$ cat src/rtl/polyphase_interp_fir.sv
// Polyphase interpolation FIR. Each accepted sample produces PHASES outputs, one per cycle,
// on a valid/ready stream. Outputs are rounded half-up, shifted, then saturated.
module polyphase_interp_fir #(
    parameter int unsigned IN_W   = 11,
    parameter int unsigned COEF_W = 10,
    parameter int unsigned OUT_W  = 20,
    parameter int unsigned NTAPS  = 4,
    parameter int unsigned PHASES = 2,
    parameter int unsigned SHIFT  = 0,
    parameter logic [PHASES*NTAPS*COEF_W-1:0] COEFS = {
        10'd1, 10'd161, 10'd315, 10'd35,   // phase1: k3..k0
        10'd35, 10'd315, 10'd161, 10'd1    // phase0: k3..k0
    }
) (
    input  logic                                          clk_i,
    input  logic                                          rst_ni,
    input  logic                                          clr_i,
    input  logic signed [IN_W-1:0]                        in_data_i,
    input  logic                                          in_valid_i,
    output logic                                          in_ready_o,
    output logic signed [OUT_W-1:0]                       out_data_o,
    output logic                                          out_valid_o,
    input  logic                                          out_ready_i,
    output logic [((PHASES > 1) ? $clog2(PHASES) : 1)-1:0] out_phase_o,
    output logic                                          out_sat_o
);

    localparam int unsigned ACC_W = IN_W + COEF_W + $clog2(NTAPS);
    localparam int unsigned PH_W  = (PHASES > 1) ? $clog2(PHASES) : 1;

    localparam logic signed [ACC_W:0] RND  = (ACC_W+1)'(((64'd1) << SHIFT) >> 1);
    localparam logic signed [ACC_W:0] MAXV = (ACC_W+1)'((64'sd1 <<< (OUT_W-1)) - 64'sd1);
    localparam logic signed [ACC_W:0] MINV = ~MAXV;

    logic [NTAPS-1:0][IN_W-1:0] x_q, x_d;
    logic                       busy_q, busy_d;
    logic [PH_W-1:0]            ph_q, ph_d;
    logic                       out_valid_q, out_valid_d;
    logic signed [OUT_W-1:0]    out_data_q, out_data_d;
    logic [PH_W-1:0]            out_phase_q, out_phase_d;
    logic                       out_sat_q, out_sat_d;

    logic                       issue, last, accept;
    logic [COEF_W-1:0]          coef;
    logic signed [ACC_W-1:0]    acc;
    logic signed [ACC_W:0]      rnd;
    logic signed [OUT_W-1:0]    res;
    logic                       sat;

    // Dot product of the registered delay line with the current phase's coefficient row.
    always_comb begin
        coef = '0;
        acc  = '0;
        for (int k = 0; k < NTAPS; k++) begin
            coef = COEFS[(int'(ph_q) * NTAPS + k) * COEF_W +: COEF_W];
            acc  = acc + ACC_W'($signed(coef)) * ACC_W'($signed(x_q[k]));
        end
        rnd = ($signed({acc[ACC_W-1], acc}) + RND) >>> SHIFT;
        res = rnd[OUT_W-1:0];
        sat = 1'b0;
        if (rnd > MAXV) begin
            res = MAXV[OUT_W-1:0];
            sat = 1'b1;
        end else if (rnd < MINV) begin
            res = MINV[OUT_W-1:0];
            sat = 1'b1;
        end
    end

    always_comb begin
        issue      = busy_q && (!out_valid_q || out_ready_i);
        last       = (ph_q == PH_W'(PHASES - 1));
        in_ready_o = !busy_q || (issue && last);
        accept     = in_valid_i && in_ready_o;

        x_d         = x_q;
        busy_d      = busy_q;
        ph_d        = ph_q;
        out_valid_d = out_valid_q;
        out_data_d  = out_data_q;
        out_phase_d = out_phase_q;
        out_sat_d   = out_sat_q;

        if (issue) begin
            out_data_d  = res;
            out_sat_d   = sat;
            out_phase_d = ph_q;
            out_valid_d = 1'b1;
            if (!last) begin
                ph_d = ph_q + PH_W'(1);
            end else begin
                busy_d = 1'b0;
            end
        end else if (out_valid_q && out_ready_i) begin
            out_valid_d = 1'b0;
        end

        // Accept overrides the end-of-burst clear; issue above already used the old line.
        if (accept) begin
            for (int k = NTAPS - 1; k > 0; k--) begin
                x_d[k] = x_q[k-1];
            end
            x_d[0] = in_data_i;
            busy_d = 1'b1;
            ph_d   = '0;
        end
    end

    always_ff @(posedge clk_i) begin
        if (!rst_ni || clr_i) begin
            x_q         <= '0;
            busy_q      <= 1'b0;
            ph_q        <= '0;
            out_valid_q <= 1'b0;
            out_data_q  <= '0;
            out_phase_q <= '0;
            out_sat_q   <= 1'b0;
        end else begin
            x_q         <= x_d;
            busy_q      <= busy_d;
            ph_q        <= ph_d;
            out_valid_q <= out_valid_d;
            out_data_q  <= out_data_d;
            out_phase_q <= out_phase_d;
            out_sat_q   <= out_sat_d;
        end
    end

    assign out_valid_o = out_valid_q;
    assign out_data_o  = out_data_q;
    assign out_phase_o = out_phase_q;
    assign out_sat_o   = out_sat_q;

endmodule

$ cat config.mk
export PLATFORM = sky130hd
export DESIGN_NAME = polyphase_interp_fir
export DESIGN_NICKNAME = d
export VERILOG_FILES = /design/src/rtl/polyphase_interp_fir.sv
export SDC_FILE = /design/constraint.sdc
export NUM_CORES = 1
export LEC_CHECK = 0
export CAP_MARGIN = 20
export CORE_ASPECT_RATIO = 0.7
export CORE_MARGIN = 2
export CORE_UTILIZATION = 60
export CTS_BUF_LIST = sky130_fd_sc_hd__clkbuf_8
export DETAILED_ROUTE_END_ITERATION = 8
export PLACE_DENSITY = 0.78
export REMOVE_ABC_BUFFERS = 1
export SYNTH_ARGS = -nofsm -noshare
export SYNTH_HDL_FRONTEND = slang
export SYNTH_SLANG_ARGS = --single-unit
$ cat constraint.sdc
create_clock -name clk_i -period 8.55 [get_ports clk_i]
set_input_delay 0.855 -clock clk_i [delete_from_list [all_inputs] [get_ports clk_i]]
set_output_delay 0.855 -clock clk_i [all_outputs]
set_load 0.005 [all_outputs]
==> results.yml, run 1 <==
yosys:
  synth-simple-area-share: 0.0862
  netlist-cell-type-count: 52
  synth_ff_type: "dfxtp_1"
  synth_top_area_cell: "fa_1"
  yosys.area_share.xor_xnor: 0.0258
  synth_fa_ha_area_frac: 0.595
  netlist_instances: 1344
  synthTopCellsByCount: "inv_1 (331), fa_1 (243), ha_1 (225), nand2_1 (131), a21oi_1 (79)"
  synthMuxAreaShare: 0.000776
  synth_top_family_by_area: "adder cells"
  synth_area_mm2: 0.0129
  yosys_warnings: 0
  synth_top_cell_area_share: 0.377
  ys_ff_latch: 69
  async_flop_share: 0
  synth_most_common_cell: "inv_1"
  synth_edf_count: 0
  synth_area_leaders: "fa_1 (38%), ha_1 (22%), dfxtp_1 (11%)"
  synth_compound_area_frac: 0.0707
  syn_avg_cell_area_um2: 9.60
  synth_seq_area_share: 0.107
floorplan:
  core_area_mm2: 0.0209
  dieWidth_um: 179
  start_util: 0.617
  rows: 44
  dieHeight_um: 127
  io_pins: 40
  fp.dieArea_mm2: 0.0227
final_layout:
  drive_gt1_frac: 0.0384
  diodes: 0
  multi_input_area_mm2: 0.0101
  ff_latch_area_mm2: 0.00139
  nFillCells: 1630
  nNetsFinal: 1860
  post-route-util: 0.659
  syn_to_final_growth_pct: 6.95
timing:
  finalSetupTns_ns: 0
  setup_viol: 0
  skew_ns: 0.0157
  tightest_slew_ns: 0.774
  slew_headroom: 0.482
  rsz0062_at_grt: "no"
  fin_crit_sh: 0.937
  timing.fmax_mhz: 125
  report.final.slew_viol_count: 0
  hold_viol: 0
  min_period_ns: 8.01
clock_tree:
  cts_sinks: 69
  cts_buffer_depth: 2
  clock_latency_ns: 0.38
  cts_root_buf: "clkbuf_8"
  path_clk_slew_ns: 0.11
  cts_buffers: 9
  cts_tree: "yes"
  h-tree-depth: 3
  cts_setup_buffers: 0
routing:
  drt-initial-drc-count: 495
  drc: 0
  wl_per_cell_um: 17.8
  vias: 8778
  vias_per_cell: 5.30
  first_pass_iters: 5
  drtAntennaViolNets: 0
  wl_um: 29500
setup_path:
  cpPeakStageDelay_ns: 0.59
  worstRegToRegCells: 26
  crit_top_cell: "fa_1"
  path_class: "reg2reg"
  cp.required_ns: 8.81
  worst_setup_path_start_kind: "flop"
  rr_endpoint: "out_data_o[12]"
  cp_slowest_cell: "fa_1"
  cp.buffers_inverters: 6
  critPathArrivalTime_ns: 8.27
  rrSetupSlack_ns: 0.54
  critPathTopFamily: "adder cells"
  r2r_start: "last"
  cp-end-kind: "flop"
  crit_fanout: 28
global_routing:
  grt_pass1_vias: 9383
  antenna_found_initial: 0
  grt.overflow.total: 0
  grt_usage: 0.291
  grt_pass1_wl_um: 50100
  grt_max_degree: 49
placed_design:
  numPortBuffers: 39
  dp_hpwl_um: 24900
  gp_congestion: 0.913
status:
  status: "complete, no violations"
power:
  leakage_nw: 7.44
  max-vdd-ir-drop_uv: 184
  p_per_area_mw_per_mm2: 91.5
min_path:
  min_path_type: "reg2reg"
  hold_end: "out_valid_o"
  whs_path_depth: 2
  hp-start: "busy_q"
job:
  drv_cap: 0
sequential cells by signal (all words and copies together), names as in the netlist:
signal / flops
out_valid_o: 1
out_data_o: 20
last: 1
out_sat_o: 1
x_q: 44
busy_q: 1
out_phase_o: 1
power breakdown:
group / total, mW / leakage (nW) / internal, mW / switching [mW]
Clock: 0.295 / 0.102 / 0.116 / 0.178
Combinational: 0.633 / 6.78 / 0.251 / 0.381
Sequential: 0.335 / 0.559 / 0.327 / 0.00729
Total: 1.26 / 7.44 / 0.695 / 0.567
metal layers:
metal	track usage	wire length, um	vias to the layer above
li1	-	-	4137
met1	0.450	14000	4299
met2	0.407	12100	319
met3	0.0980	3170	23
met4	0.0389	286	0
met5	0	0	-
tightest hold or removal path: cells and delay by family, from the launching register on:
kind                   cells  cell delay (ns)
DFF                        1             0.34
buffers and inverters      1             0.06
AOI/OAI and AO/OA          1             0.05
through the flow:
step | hold WS (ns) | setup slack [ns] | instance area [um^2] | std cells | power [mW]
floorplan | 0.448 | 0.522 | 12700 | 1314 | 0.792
global placement | 0.467 | 0.552 | 13600 | 1640 | 0.947
detailed placement | 0.463 | 0.392 | 13600 | 1640 | 0.958
CTS | 0.490 | 0.340 | 13800 | 1656 | 1.26
global route | 0.519 | 0.115 | 13800 | 1657 | 1.36
finish | 0.489 | 0.540 | 13800 | 1657 | 1.26
cell type report:
type,count,share of cell area
inverters,331,0.0901
clock buffers,9,0.00898
flip-flops and latches,69,0.100
repair buffers,51,0.0357
well taps,276,0.0250
clock inverters,7,0.00517
multi-input cells,914,0.735
worst max-delay path by stage:
| stage | slack, ns | start | depth (start not counted) | end |
|---|---|---|---|---|
| after global routing | 0.11 | last | 26 | out_data_o[6] |
| after global placement | 0.55 | last | 24 | out_data_o[6] |
| after CTS | 0.34 | last | 25 | out_data_o[18] |
| final | 0.54 | last | 26 | out_data_o[12] |
| after floorplan | 0.52 | last | 21 | out_data_o[0] |
| after detailed placement | 0.39 | last | 26 | out_data_o[6] |
logic make-up after synthesis:
family,count (synthesis)
AOI/OAI and AO/OA,151
and+or+nand+nor,237
other,2
adders and majority gates,468
buffers and inverters,378
DFF,69
muxes,1
xor gates and xnor gates,38
layout by cell type (no fill, tap or decap), types with 2 or more instances in the layout:
cell	Yosys	routed
xor2_1	11	11
or2b_1	2	2
and2_1	28	27
o211ai_1	4	4
a221oi_1	2	2
a21oi_2	11	11
buf_4	2	11
a211oi_1	2	2
dfxtp_1	69	68
ha_1	225	225
nor2b_1	24	23
nor3b_1	3	3
inv_1	331	331
inv_8	0	4
clkbuf_8	1	9
a21oi_1	79	79
xnor2_1	27	27
o21ai_0	31	31
conb_1	2	19
nand2b_1	9	8
o21a_1	3	3
fa_1	243	243
nor2_1	20	20
a21o_1	6	6
nand4_1	2	2
nor3_1	3	3
and3_1	2	2
inv_6	0	2
nand2_1	131	131
clkdlybuf4s50_1	0	39
nand3_1	6	6
timing repair:
item                                   4_1_cts  5_1_grt
endpoints found under the hold margin        0        0
hold buffers                                 0        0
setup endpoints to repair                    0       20
gates resized for setup                      0        3
Power figures use the tool's default switching activity.
==> run 2: changes to the inputs <==
HOLD_SLACK_MARGIN = 0.05   (was not set)
==> results of run 2 <==
Final layout, timing and power as in run 1 (identical DEF).
==> run 3: changes to the inputs <==
SKIP_CTS_REPAIR_TIMING = 1   (was not set)
==> results of run 3 <==
Final layout, timing and power as in run 1 (identical DEF).
